[src/rtl/uart_rx_engine.sv]
// UART receive engine: 16x oversampled start/data/parity/stop framing with
// 7/8 data bits, optional odd/even parity and registered character/status flags.
module uart_rx_engine (
  input  logic       PCLK,
  input  logic       PRESET,
  input  logic       rx_sample_pulse,
  input  logic       UART_RX,
  input  logic       data_bits,
  input  logic       parity_en,
  input  logic       parity_odd0_even1,
  input  logic       rx_data_reg_rd,
  output logic [7:0] rx_data,
  output logic       rx_ready,
  output logic       parity_err,
  output logic       framing_err,
  output logic       overflow
);

  typedef enum logic [2:0] {
    IDLE   = 3'd0,
    START  = 3'd1,
    DATA   = 3'd2,
    PARITY = 3'd3,
    STOP   = 3'd4
  } state_t;

  state_t     state_q, state_d;
  logic       sync1_q, rx_s_q;
  logic [1:0] primed_q;
  logic       prev_rx_q, prev_rx_d;
  logic [3:0] cnt_q, cnt_d;
  logic [2:0] bit_cnt_q, bit_cnt_d;
  logic [7:0] shift_q, shift_d;
  logic       cfg_8bit_q, cfg_8bit_d;
  logic       cfg_par_q, cfg_par_d;
  logic       cfg_even_q, cfg_even_d;
  logic       perr_pend_q, perr_pend_d;
  logic [7:0] rx_data_q, rx_data_d;
  logic       rx_ready_q, rx_ready_d;
  logic       parity_err_q, parity_err_d;
  logic       framing_err_q, framing_err_d;
  logic       overflow_q, overflow_d;
  logic       wrap_s, load_s, start_edge_s;
  logic [7:0] frame_s;

  function automatic logic parity_error(input logic [7:0] data, input logic par_bit,
                                        input logic even);
    logic x;
    x = (^data) ^ par_bit;
    return even ? x : ~x;
  endfunction

  // Line synchronizer; primed_q marks when rx_s_q reflects the real line after reset.
  always_ff @(posedge PCLK) begin
    if (PRESET) begin
      sync1_q  <= 1'b1;
      rx_s_q   <= 1'b1;
      primed_q <= 2'b00;
    end else begin
      sync1_q  <= UART_RX;
      rx_s_q   <= sync1_q;
      primed_q <= {primed_q[0], 1'b1};
    end
  end

  // 7-bit frames land in shift_q[7:1] after seven LSB-first shifts.
  assign frame_s      = cfg_8bit_q ? shift_q : {1'b0, shift_q[7:1]};
  assign wrap_s       = rx_sample_pulse && (cnt_q == 4'd15);
  assign start_edge_s = rx_sample_pulse && primed_q[1] && prev_rx_q && !rx_s_q;

  // Frame FSM next-state and receive datapath.
  always_comb begin
    state_d     = state_q;
    cnt_d       = cnt_q;
    bit_cnt_d   = bit_cnt_q;
    shift_d     = shift_q;
    cfg_8bit_d  = cfg_8bit_q;
    cfg_par_d   = cfg_par_q;
    cfg_even_d  = cfg_even_q;
    perr_pend_d = perr_pend_q;
    prev_rx_d   = prev_rx_q;
    load_s      = 1'b0;

    // prev stays 0 until the synchronizer holds real line data, so a line low from reset never looks like an edge
    if (rx_sample_pulse) begin
      prev_rx_d = primed_q[1] ? rx_s_q : 1'b0;
    end else begin
      prev_rx_d = prev_rx_q;
    end

    case (state_q)
      IDLE: begin
        cnt_d     = 4'd0;
        bit_cnt_d = 3'd0;
        if (start_edge_s) begin
          state_d = START;
        end else begin
          state_d = IDLE;
        end
      end
      START: begin
        if (rx_sample_pulse) begin
          if (cnt_q == 4'd7) begin
            cnt_d = 4'd0;
            if (!rx_s_q) begin
              cfg_8bit_d  = data_bits;
              cfg_par_d   = parity_en;
              cfg_even_d  = parity_odd0_even1;
              bit_cnt_d   = 3'd0;
              shift_d     = 8'h00;
              perr_pend_d = 1'b0;
              state_d     = DATA;
            end else begin
              state_d = IDLE;
            end
          end else begin
            cnt_d = cnt_q + 4'd1;
          end
        end else begin
          cnt_d = cnt_q;
        end
      end
      DATA: begin
        if (rx_sample_pulse) begin
          cnt_d = cnt_q + 4'd1;
        end else begin
          cnt_d = cnt_q;
        end
        if (wrap_s) begin
          shift_d = {rx_s_q, shift_q[7:1]};
          if (bit_cnt_q == (cfg_8bit_q ? 3'd7 : 3'd6)) begin
            bit_cnt_d = 3'd0;
            state_d   = cfg_par_q ? PARITY : STOP;
          end else begin
            bit_cnt_d = bit_cnt_q + 3'd1;
          end
        end else begin
          shift_d = shift_q;
        end
      end
      PARITY: begin
        if (rx_sample_pulse) begin
          cnt_d = cnt_q + 4'd1;
        end else begin
          cnt_d = cnt_q;
        end
        if (wrap_s) begin
          perr_pend_d = parity_error(frame_s, rx_s_q, cfg_even_q);
          state_d     = STOP;
        end else begin
          perr_pend_d = perr_pend_q;
        end
      end
      STOP: begin
        if (rx_sample_pulse) begin
          cnt_d = cnt_q + 4'd1;
        end else begin
          cnt_d = cnt_q;
        end
        if (wrap_s) begin
          load_s  = 1'b1;
          state_d = IDLE;
        end else begin
          load_s = 1'b0;
        end
      end
      default: begin
        state_d = IDLE;
        cnt_d   = 4'd0;
      end
    endcase
  end

  // Output register next-state: a load always wins over a coincident read.
  always_comb begin
    rx_data_d     = rx_data_q;
    rx_ready_d    = rx_ready_q;
    parity_err_d  = parity_err_q;
    framing_err_d = framing_err_q;
    overflow_d    = overflow_q;
    if (load_s) begin
      rx_data_d     = frame_s;
      rx_ready_d    = 1'b1;
      parity_err_d  = perr_pend_q;
      framing_err_d = !rx_s_q;
      if (rx_data_reg_rd) begin
        overflow_d = 1'b0;
      end else begin
        overflow_d = overflow_q | rx_ready_q;
      end
    end else if (rx_data_reg_rd) begin
      rx_ready_d    = 1'b0;
      parity_err_d  = 1'b0;
      framing_err_d = 1'b0;
      overflow_d    = 1'b0;
    end else begin
      rx_ready_d = rx_ready_q;
    end
  end

  // State and output registers.
  always_ff @(posedge PCLK) begin
    if (PRESET) begin
      state_q       <= IDLE;
      prev_rx_q     <= 1'b0;
      cnt_q         <= 4'd0;
      bit_cnt_q     <= 3'd0;
      shift_q       <= 8'h00;
      cfg_8bit_q    <= 1'b0;
      cfg_par_q     <= 1'b0;
      cfg_even_q    <= 1'b0;
      perr_pend_q   <= 1'b0;
      rx_data_q     <= 8'h00;
      rx_ready_q    <= 1'b0;
      parity_err_q  <= 1'b0;
      framing_err_q <= 1'b0;
      overflow_q    <= 1'b0;
    end else begin
      state_q       <= state_d;
      prev_rx_q     <= prev_rx_d;
      cnt_q         <= cnt_d;
      bit_cnt_q     <= bit_cnt_d;
      shift_q       <= shift_d;
      cfg_8bit_q    <= cfg_8bit_d;
      cfg_par_q     <= cfg_par_d;
      cfg_even_q    <= cfg_even_d;
      perr_pend_q   <= perr_pend_d;
      rx_data_q     <= rx_data_d;
      rx_ready_q    <= rx_ready_d;
      parity_err_q  <= parity_err_d;
      framing_err_q <= framing_err_d;
      overflow_q    <= overflow_d;
    end
  end

  assign rx_data     = rx_data_q;
  assign rx_ready    = rx_ready_q;
  assign parity_err  = parity_err_q;
  assign framing_err = framing_err_q;
  assign overflow    = overflow_q;

endmodule

[config.mk]
export PLATFORM = sky130hd
export DESIGN_NAME = uart_rx_engine
export DESIGN_NICKNAME = d
export VERILOG_FILES = /design/src/rtl/uart_rx_engine.sv
export SDC_FILE = /design/constraint.sdc
export NUM_CORES = 1
export LEC_CHECK = 0
export BUFFER_PORTS_ARGS = -buffer_cell sky130_fd_sc_hd__buf_2
export CORE_MARGIN = 1.5
export CORE_UTILIZATION = 27
export DETAILED_ROUTE_END_ITERATION = 10
export GPL_ROUTABILITY_DRIVEN = 0
export SYNTH_ARGS = -nofsm -noshare
export SYNTH_HDL_FRONTEND = slang
export SYNTH_SLANG_ARGS = --single-unit
[constraint.sdc]
create_clock -name PCLK -period 2.85 [get_ports PCLK]
set_input_delay 0.7125 -clock PCLK [delete_from_list [all_inputs] [get_ports PCLK]]
set_output_delay 0.7125 -clock PCLK [all_outputs]
set_load 0.005 [all_outputs]
# Word-level counts from Yosys, hierarchy flattened
# Index checks and enable logic that the tools add are counted.
# Widths: inputs -> output; s select.
[totals]
regBits = 39
word_cells = 100
input_bits = 8
output_inout_bits = 12
[classes]
eq_ne = 15
reduce_logical = 18
n_mux = 43
addsub = 2
bitwise = 4
[ops]
columns = ["op", "count"]
rows = [
  ["$mux 8", 5],
  ["$mux 3", 12],
  ["$mux 1", 17],
  ["$pmux 8 s2", 1],
  ["$pmux 3 s5", 1],
  ["$reduce_and 5->1", 3],
  ["$ne 2x2->1 const B", 7],
  ["$mux 4", 3],
  ["$pmux 3 s3", 1],
  ["$pmux 4 s2", 1],
  ["$reduce_xor 8->1", 1],
  ["$eq 3x2->1 const B", 2],
  ["$reduce_and 6->1", 1],
  ["$reduce_bool 2->1", 3],
  ["$add 4x1->4 const B", 1],
  ["$eq 4x3->1 const B", 1],
  ["$eq 4x4->1 const B", 1],
  ["$logic_and 1x1->1", 4],
  ["$reduce_and 4->1", 1],
  ["$add 3x1->3 const B", 1],
  ["$eq 3x1->1 const B", 1],
  ["$eq 3x3->1", 1],
  ["$eq 3x3->1 const B", 1],
  ["$logic_not 3->1", 1],
  ["10 further kinds", 11],
]

# Depth between registers and ports, before layout
# Gate-level depths: netlist of run 1.
[depth]
ltp_word = 7
mapped_depth = 7
depth_no_buf = 6

# Worst setup path before layout of run 1
# OpenSTA, ideal clock, no wires.
[synth_path]
kind = "input to register"
from = "input port rx_sample_pulse"
to = "register shift_q[6]"
n_path_buf = 2
required_ns = 2.717
slack_ns = 0.898
setup_ns = 0.133
cell_stages = 7
t_arrival_ns = 1.819
cell_sequence = "buf_2 > nor3b_2 > a22oi_1 > or3_1 > clkbuf_1 > nand2_1 > a21oi_1"
[synth_between]
elab_chain_len = 3
elab_cells_between_ends = 4
classes_between = "eq/ne (2); reduce/logical (2)"
[synth_lines]
columns = ["element", "line_no", "text"]
rows = [
  ["start: declaration", "6", "input logic rx_sample_pulse,"],
  ["$logic_and 1x1->1", "68", "assign wrap_s = rx_sample_pulse && (cnt_q == 4'd15);"],
  ["$ne 2x2->1 (no line)", "n/a", ""],
  ["$reduce_and 5->1 (no line) (*)", "n/a", ""],
  ["end signal: assignment", "223", "shift_q <= shift_d;"],
  ["end: declaration", "33", "logic [7:0] shift_q, shift_d;"],
]
# Mark *: on every way between the ends. The rest lies on a longest branch, timed or not.
# A chain may end at the register's enable or synchronous reset.

# Final worst setup path of run 1
[layout_path]
from = "register cnt_q[0]"
to = "register shift_q[0]"
[layout_between]
elab_chain_len = 4
elab_cells_between_ends = 6
classes_between = "eq/ne (4); reduce/logical (2)"
[layout_lines]
columns = ["element", "line_no", "text"]
rows = [
  ["start: declaration", "31", "logic [3:0] cnt_q, cnt_d;"],
  ["start signal: assignment", "221", "cnt_q <= cnt_d;"],
  ["$eq 4x4->1", "68", ""],
  ["$logic_and 1x1->1", "68", ""],
  ["$ne 2x2->1 (no line)", "n/a", ""],
  ["$reduce_and 5->1 (no line) (*)", "n/a", ""],
]
# Marked as above.

==> metrics.txt, run 1 <==
Final Net Count 237; setup TNS 0 ns; WP data arrival 2.19 ns; setup violators final 0; Worst-path clk slew 0.08 ns; top cell family by delay on the critical path simple AND/OR/NAND/NOR gates; Post-synth EDFFs 0; Mean Syn Cell Area approximately 8.6 um2; 1st-pass router iterations 7; Yosys reg bits 39; CP bufs+invs 0; CP peak stage delay 0.45 ns; Tot Pwr 1.06 mW; post-route minimum period 1.96 ns; crit path cell chain ha_1, and4_1, a22oi_1, nor3_2, nand3_1, a21oi_1; initial antenna violation count 0; Critical Path Slowest Stage Cell nor3_2; CP Capture Type flop; Lkg Pwr 0.736 nW; Total Die Area 0.00732 mm2; DP HPWL 2780 um; Rel. slew slack 57.6%; DRC viols 1; largest net degree at the start of global routing 31; CTS Hold Bufs 0; detail-routed via count per cell ~5.0; routed vias 1528; io pins 20; period utilization between 60% and 70%; Slew Limit Fails 0; ranking of synthesized cells by area dfxtp_1 42%, mux2i_1 6.5%, a21oi_1 4.9%; Yosys warning count 0; CTS sink count 39; TritonCTS Buffers 5; Tightest Pin Transition roughly 0.63 ns; total grt overflow 0; Max Clock Skew 0.00424 ns; PwrDens ~510 mW/mm2; most numerous cell in the Yosys netlist dfxtp_1; area grow syn2layout 13.8%; crit path kind reg2reg; sequential-to-total area share from yosys stat about 42%; total number of H-tree levels 2; Synth async-reset ratio 0%; cell taking the most area after synthesis dfxtp_1; Root Driver clkbuf_8; Clk Latency, worst-skew pair 0.30 ns; status complete, but fails checks; failing checks design-rule violations; Post-synth top cells 39 x dfxtp_1, 22 x nor2_1, 21 x nand2_1, 18 x a21oi_1, 15 x nand3_1; Tot GR Track Use about an eighth; global-route wire length before repair 6920 um; min-delay worst type reg2reg; Worst EP required 3.08 ns; worst-case clock buffer depth 2; Initial Utilization 28.5%; Max Clock Freq 510 MHz; CTS tree yes; post-CTS setup buffers 0; Post-Syn Nets ~220; distinct cell type count after synthesis 42; Die H 85.6 um; Finished Core Util between 30% and 40%; Max-Cap Viols 0; DRT iter0 DRCs 166; Crit. Startpoint cnt_q[0]; vias in the first global route between 1000 and 1500; Setup crit start kind flop; Syn Std Cell Area 0.00184 mm2; endpoints failing hold 0; Final ANT Viol Nets 0; Core Footprint 0.00646 mm2; unrepaired setup endpoints after global routing false; predominant post-synthesis flop cell dfxtp_1; Worst VDD drop roughly 0.26 mV; Inserted Diodes 0; r2r startpoint cnt_q[0]; layout cells sized above 1 approximately 16%; cts repair resizes 0; DRT Wirelength 3970 um; Std-Cell Rows 29; top-area cell type share of the netlist area between 40 and 50%; Post-Synthesis Cells around 210; Die Width 85.6 um; hold_sp sync1_q; DR WL/cell 13.0 um; worst hold slack 0.418 ns; FILL cells 691; buffers added on ports 19; largest fanout on the critical path 8
## registers in the layout (all words and copies together), names as in the netlist
name / flops
prev_rx_q: 1
cfg_par_q: 1
state_q: 3
shift_q: 8
cfg_8bit_q: 1
perr_pend_q: 1
bit_cnt_q: 3
framing_err: 1
primed_q: 2
parity_err: 1
sync1_q: 1
cfg_even_q: 1
rx_ready: 1
rx_s_q: 1
rx_data: 8
overflow: 1
cnt_q: 4
## cell type report
class | count | area [um2] | area share [%]
timing repair buffer | 20 | 103 | 4.90
tap | 77 | 96.3 | 4.60
multi-input combinational | 154 | 971 | 46.4
sequential | 39 | 781 | 37.3
clock inverter | 2 | 35.0 | 1.67
clock buffer | 6 | 82.6 | 3.94
inverter | 7 | 26.3 | 1.25
## stage by stage
| step | cell area, um2 | instances | setup slack (ns) |
|---|---|---|---|
| finish | 2090 | 305 | 0.889 |
| global placement | 1980 | 297 | 0.774 |
| global route | 2090 | 305 | 0.689 |
| CTS | 2090 | 305 | 0.940 |
| floorplan | 1840 | 213 | 0.898 |
| detailed placement | 1980 | 297 | 0.741 |
## metal layers
layer,track usage (%),up-vias,wire length [um]
li1,-,780,-
met2,18.4,29,1800
met1,15.6,711,1910
met3,3.85,8,194
met5,0,-,0
met4,5.13,0,71
## worst paths after layout
kind         slack [ns]  cells past startpoint         end
min                0.42                      1      rx_s_q
max                0.89                      6  shift_q[0]
max reg2reg        0.89                      6  shift_q[0]
min reg2reg        0.42                      1      rx_s_q
## kinds of logic after synthesis
kind of cell	count (synthesis)	share of synthesized area, %
and+or+nand+nor	84	22.8
AOI/OAI and AO/OA	44	16.3
DFF	39	42.4
buffers and inverters	20	4.83
xor gates and xnor gates	12	5.71
muxes	12	6.53
adders and majority gates	2	1.36
## cells in the final DEF (no fill, tap or decap), types with 4 or more instances in the layout
| master | netlist | final |
|---|---|---|
| a211oi_1 | 6 | 6 |
| a21oi_1 | 18 | 18 |
| buf_2 | 5 | 19 |
| clkbuf_8 | 0 | 6 |
| dfxtp_1 | 39 | 39 |
| inv_1 | 7 | 7 |
| mux2i_1 | 12 | 12 |
| nand2_1 | 21 | 21 |
| nand3_1 | 15 | 15 |
| nand4_1 | 4 | 4 |
| nor2_1 | 22 | 22 |
| nor3_1 | 4 | 4 |
| xnor2_1 | 9 | 9 |
## power by group
| group | switching [mW] | internal [mW] | leakage (nW) | total, mW |
|---|---|---|---|---|
| registers | 0.00292 | 0.548 | 0.315 | 0.551 |
| clock network | 0.201 | 0.283 | 0.0612 | 0.485 |
| logic | 0.0155 | 0.00937 | 0.360 | 0.0249 |
| total | 0.220 | 0.840 | 0.736 | 1.06 |
(Power assumes the default switching activity.)
==> run 2, diff against run 1 <==
--- a/config.mk
+++ b/config.mk
@@ -5,6 +5,7 @@
 export SDC_FILE = /design/constraint.sdc
 export NUM_CORES = 1
 export LEC_CHECK = 0
+export ABC_AREA = 1
 export BUFFER_PORTS_ARGS = -buffer_cell sky130_fd_sc_hd__buf_2
 export CORE_MARGIN = 1.5
 export CORE_UTILIZATION = 27
==> constraint.sdc (replaced) <==
create_clock -name PCLK -period 1.8 [get_ports PCLK]
set_input_delay 0.45 -clock PCLK [delete_from_list [all_inputs] [get_ports PCLK]]
set_output_delay 0.45 -clock PCLK [all_outputs]
set_load 0.005 [all_outputs]
==> metrics.txt, run 2 <==
NetSw 1.27 mW (+480%); detail-routed via count per cell 4.42 (-12%); DR WL/cell 10.4 um (-20%); Simple-Gate Fraction of Synth Area 33.0% (+10 points); CTS Hold Bufs 0 (unchanged); R2R setup slack 0.16 ns (-0.73 ns); main combinational cell family by area after synthesis simple AND/OR/NAND/NOR gates; Clk Latency, worst-skew pair 0.29 ns (about the same); Worst-path clk slew 0.07 ns (about the same); DRT Wirelength 4330 um (+8.9%); CTS sink count 39 (unchanged); 1st-pass router iterations 4 (-3); Rel. slew slack 68.3% (+11 points); Worst VDD drop 0.384 mV (+46%); DRC viols 0 (-1); cell taking the most area after synthesis dfxtp_1; io pins 20 (unchanged); min-delay worst type in2reg; FILL cells 767 (+11%); endpoints failing hold 0 (unchanged); Post-Syn Nets 302 (+35%); period utilization 91.0% (+22 points); CTS tree yes; area grow syn2layout 18.1%; Die H 88.4 um (+3.3%); PwrDens 1300 mW/mm2 (+160%); setup violators final 0 (unchanged); most frequent cells in the layout 89 x nand2_1, 36 x dfxtp_1, 30 x inv_1, 28 x a21oi_1, 23 x nor2_1; switch share 42.1% (+21 points); sequential-to-total area share from yosys stat 39.6% (-2.8 points); Max Clock Skew 0.00794 ns (+0.00370 ns); WP data arrival 1.83 ns (-0.36 ns); Synth async-reset ratio 0% (unchanged); most numerous cell in the Yosys netlist nand2_1; Cell Int Power 1.75 mW (+110%); ranking of synthesized cells by area dfxtp_1 40%, nand2_1 17%, a21oi_1 7.1%; routed vias 1829 (+20%); vias in the first global route 1694 (+16%); Core Footprint 0.00691 mm2 (+6.9%); r2r startpoint state_q[2]; largest net degree at the start of global routing 23 (-26%); Post-synth top cells 89 x nand2_1, 39 x dfxtp_1, 30 x inv_1, 28 x a21oi_1, 23 x nor2_1; DRT iter0 DRCs 127 (-23%); initial antenna violation count 0 (unchanged); worst-case clock buffer depth 2 (unchanged); worst hold slack 0.342 ns (-0.0765 ns); DP HPWL 3170 um (+14%); post-synthesis xor/xnor area fraction 0.889% (-4.8 points); distinct cell type count after synthesis 30 (-29%); layout cells sized above 1 16.7% (+0.44 points); post-synthesis mux area share 0% (-6.5 points); TritonCTS Buffers 5 (unchanged); Crit. Startpoint state_q[2]; setup TNS 0 ns (unchanged); post-route minimum period 1.64 ns (-0.322 ns); top-area cell type share of the netlist area 39.6% (-2.8 points); largest fanout on the critical path 9 (+1); Tightest Pin Transition 0.472 ns (-0.163 ns); status finished, final reports clean; Die Width 88.4 um (+3.3%); Final ANT Viol Nets 0 (unchanged); Initial Utilization 28.5% (about the same); end point of the critical path state_q[0]; Std-Cell Rows 30 (+3.4%); Max Clock Freq 610 MHz (+20%); total number of H-tree levels 2 (unchanged); Post-synth EDFFs 0 (unchanged); multi-input logic area 0.00103 mm2 (+6.1%); Root Driver clkbuf_8; Yosys reg bits 39 (unchanged); CP Capture Type flop; Post-Synthesis Cells 292 (+37%); most common cell after layout, fill and taps aside nand2_1; Mean Syn Cell Area 6.74 um2 (-22%); crit path kind reg2reg; Lkg Pwr 1.05 nW (+42%); unrepaired setup endpoints after global routing false; Max-Cap Viols 0 (unchanged); Syn Std Cell Area 0.00197 mm2 (+7.0%); Final Net Count 329 (+39%); clock share of power 18.1% (-28 points); Total Die Area 0.00782 mm2 (+6.7%); fraction of the mapped netlist area in adder cells 1.27% (-0.089 points); part of the power in registers 38.8% (-13 points); Inserted Diodes 0 (unchanged); Tot Pwr 3.02 mW (+190%); Tot GR Track Use 12.7% (+0.71 points); global-route wire length before repair 7750 um (+12%); combinational share of power 43.1% (+41 points); R2R cell count 9 (+3); Setup crit start kind flop; Worst EP required 1.99 ns (-1.09 ns); Yosys warning count 0 (unchanged); Critical R2R Capture state_q[0]; predominant post-synthesis flop cell dfxtp_1; post-synthesis compound-gate area fraction 16.1% (-0.18 points); buffers added on ports 19 (unchanged); Register Area 785 um2 (+0.48%); total grt overflow 0 (unchanged); Slew Limit Fails 0 (unchanged)
[run 2: power groups by stage]
stage          clock [mW]  combinational (mW)  sequential, mW
2_1_floorplan           0                1.01            1.14
3_3_place_gp            0                1.18            1.18
3_5_place_dp            0                1.21            1.19
4_1_cts             0.570                1.21            1.17
5_1_grt             0.607                1.51            1.21
6_report            0.547                1.30            1.17
[run 2: area by class of cell]
type / instances / area share (%)
well taps: 96 / 5.16
flip-flops and latches: 39 / 33.7
clock buffers: 6 / 3.12
inverters: 33 / 5.33
repair buffers: 29 / 8.39
multi-input cells: 211 / 44.3
[run 2: worst min-delay path by stage]
| stage | from | to | cells after the start |
|---|---|---|---|
| floorplan | primed_q[0] | primed_q[1] | 2 |
| global placement | primed_q[0] | primed_q[1] | 2 |
| detailed placement | sync1_q | rx_s_q | 1 |
| CTS | UART_RX | sync1_q | 2 |
| global route | UART_RX | sync1_q | 2 |
| finish | UART_RX | sync1_q | 2 |
[run 2: cells by family (layout without fill, tap and decap cells)]
logic type                 after synthesis  count (layout)
and+or+nand+nor                        149             149
DFF                                     39              39
AOI/OAI and AO/OA                       58              58
xor gates and xnor gates                 2               2
buffers and inverters                   42              68
adders and majority gates                2               2
[run 2: layer usage]
metal | vias up | GRT usage (%) | wire (um)
met5 | - | 0 | 0
met4 | 0 | 3.55 | 55
met3 | 10 | 4.01 | 248
met2 | 55 | 19.0 | 1760
met1 | 766 | 17.7 | 2260
li1 | 998 | - | -
[run 2: what timing repair did]
action / CTS / global route
resized for setup: 0 / 7
setup buffers: 0 / 2
endpoints found under the setup margin: 0 / 17
[run 2: critical path: stages, from the launching register on]
cell and delay [ns]:
dfxtp_1 0.51, nor2_2 0.12, nand2_2 0.12, inv_2 0.09
nand2_1 0.10, o21ai_1 0.11, nor3_4 0.28, nand2_1 0.10
nand2_1 0.07, nor2_1 0.03
[run 2: stage by stage]
step	util, %	std cells	instance area [um2]	setup WS (ns)
finish	33.7	414	2330	0.161
global route	33.7	414	2330	0.0190
CTS	33.0	412	2280	0.0301
detailed placement	31.9	406	2200	0.0255
global placement	31.9	406	2200	0.0503
floorplan	-	292	1970	0.304
==> run 3, diff against run 2 <==
--- a/config.mk
+++ b/config.mk
@@ -7,6 +7,7 @@
 export LEC_CHECK = 0
 export ABC_AREA = 1
 export BUFFER_PORTS_ARGS = -buffer_cell sky130_fd_sc_hd__buf_2
+export CORE_ASPECT_RATIO = 1.1
 export CORE_MARGIN = 1.5
 export CORE_UTILIZATION = 27
 export DETAILED_ROUTE_END_ITERATION = 10
==> metrics.txt, run 3 (synthesis results as in run 2) <==
io pins 20 (unchanged); PwrDens 1380 mW/mm2 (+6.5%); Cell Int Power 1.94 mW (+11%); most common cell after layout, fill and taps aside nand2_1; DRC viols 0 (unchanged); worst-case clock buffer depth 2 (unchanged); placed inst area 0.00217 mm2 (-1.3%); Clk Latency, worst-skew pair 0.30 ns (about the same); DP HPWL 3130 um (-1.0%); post-route minimum period 1.66 ns (+0.0217 ns); Tightest Pin Transition 0.454 ns (-0.0185 ns); Critical Path Slowest Stage Cell dfxtp_2; Final Net Count 326 (-0.91%); NetSw 1.31 mW (+2.9%); Initial Utilization 27.9% (-0.57 points); Tot Pwr 3.25 mW (+7.4%); WP data arrival 1.83 ns (about the same); min-delay worst type in2reg; area grow syn2layout 19.1%; top cell family by delay on the critical path simple AND/OR/NAND/NOR gates; CTS tree yes; unrepaired setup endpoints after global routing false; switch share 40.3% (-1.8 points); Core Footprint 0.00705 mm2 (+2.0%); M1 wire length 2250 um (-0.35%); Root Driver clkbuf_8; CP bufs+invs 1 (unchanged); Max-Cap Viols 0 (unchanged); Slew Limit Fails 0 (unchanged); DRT iter0 DRCs 64 (-50%); global-route wire length before repair 7510 um (-3.0%); setup violators final 0 (unchanged); status finished, final reports clean; Met3 Routed Length 139 um (-44%); DR WL/cell 10.9 um (+3.9%); endpoints failing hold 0 (unchanged); 1st-pass router iterations 5 (+1); Tot GR Track Use 11.9% (-0.79 points); crit path kind reg2reg; Die Width 84.4 um (-4.5%); Max Clock Skew 0.0119 ns (+0.00398 ns); Worst EP required 1.97 ns (-0.02 ns); vias in the first global route 1628 (-3.9%); Setup crit start kind flop; Max Clock Freq 602 MHz (-1.3%); Worst-path clk slew 0.08 ns (about the same); DRT Wirelength 4360 um (+0.86%); Std-Cell Rows 32 (+6.7%); CP peak stage delay 0.36 ns (-0.15 ns); largest net degree at the start of global routing 23 (unchanged); total number of H-tree levels 2 (unchanged); Die H 92.6 um (+4.7%); crit path cell chain ha_2, nand3_2, nor2_4, o21ai_4, nor2_4, buf_12, nand2_4, a21oi_1, nor3_1; detail-routed via count per cell 4.53 (+2.6%); layout cells sized above 1 17.4% (+0.68 points); Rel. slew slack 69.5% (+1.2 points); initial antenna violation count 0 (unchanged); buffers added on ports 19 (unchanged); TritonCTS Buffers 5 (unchanged); Inserted Diodes 0 (unchanged); metal2 WL 1890 um (+7.6%); period utilization 92.2% (+1.2 points); Worst VDD drop 0.420 mV (+9.5%); CP Capture Type flop; Final Instance Area 0.00235 mm2 (+0.86%); worst hold slack 0.338 ns (-0.00381 ns); CP dominant cell by count nor2_4; Top Metal Used met4; Lkg Pwr 1.06 nW (+1.0%); routed vias 1823 (-0.33%); largest fanout on the critical path 13 (+4); part of the power in registers 36.3% (-2.5 points); total grt overflow 0 (unchanged); CTS sink count 39 (unchanged); Finished Core Util 33.3% (-0.39 points); multi-input logic area 0.00104 mm2 (+0.97%); FILL cells 766 (-0.13%); Final ANT Viol Nets 0 (unchanged); Register Area 786 um2 (+0.16%); most frequent cells in the layout 88 x nand2_1, 35 x dfxtp_1, 30 x inv_1, 28 x a21oi_1, 23 x nor2_1; combinational share of power 40.0% (-3.1 points); Total Die Area 0.00782 mm2 (about the same); clock share of power 23.7% (+5.6 points); setup TNS 0 ns (unchanged)
run 3: changes by cell type in the layout (fill, tap and decap cells not counted), sizes merged:
cell and delta:
buf -3, bufinv +1, clkinv +1
run 3: what timing repair did:
item,4_1_cts,5_1_grt
hold buffers,0,0
setup buffers,0,1
pin swaps,1,2
cloned,0,0
endpoints found under the setup margin,1,16
resized for setup,0,10
hold endpoints to repair,0,0
run 3: power groups by stage:
| stage | logic, mW | clock network, mW | registers (mW) |
|---|---|---|---|
| 2_1_floorplan | 1.01 | 0 | 1.14 |
| 3_3_place_gp | 1.17 | 0 | 1.19 |
| 3_5_place_dp | 1.20 | 0 | 1.19 |
| 4_1_cts | 1.20 | 0.791 | 1.17 |
| 5_1_grt | 1.48 | 0.830 | 1.21 |
| 6_report | 1.30 | 0.768 | 1.18 |
run 3: final cells by class:
cell class,instances,share of cell area [%]
sequential,39,33.5
clock buffer,6,3.52
inverter,33,5.28
multi-input combinational,211,44.3
tap,85,4.53
clock inverter,2,1.49
timing repair buffer,26,7.36
run 3: worst paths after layout:
path                                   from     endpoint  slack, ns  depth (start not counted)
worst max-delay path               cnt_q[0]   shift_q[2]       0.14                          9
worst min-delay path                UART_RX      sync1_q       0.34                          2
worst max register to register     cnt_q[0]   shift_q[2]       0.14                          9
worst min register to register  primed_q[0]  primed_q[1]       0.40                          2
run 3: metal layers:
metal,track usage (%),up-vias
met5,0,-
met4,4.44,0
met3,3.21,5
met2,18.7,27
met1,15.8,797
li1,-,994
run 3: per-stage QoR:
| step | std cells | worst slack (ns) |
|---|---|---|
| floorplan | 292 | 0.304 |
| global placement | 393 | 0.0557 |
| detailed placement | 393 | -0.0203 |
| CTS | 401 | 0.0247 |
| global route | 402 | 0.00683 |
| finish | 402 | 0.140 |
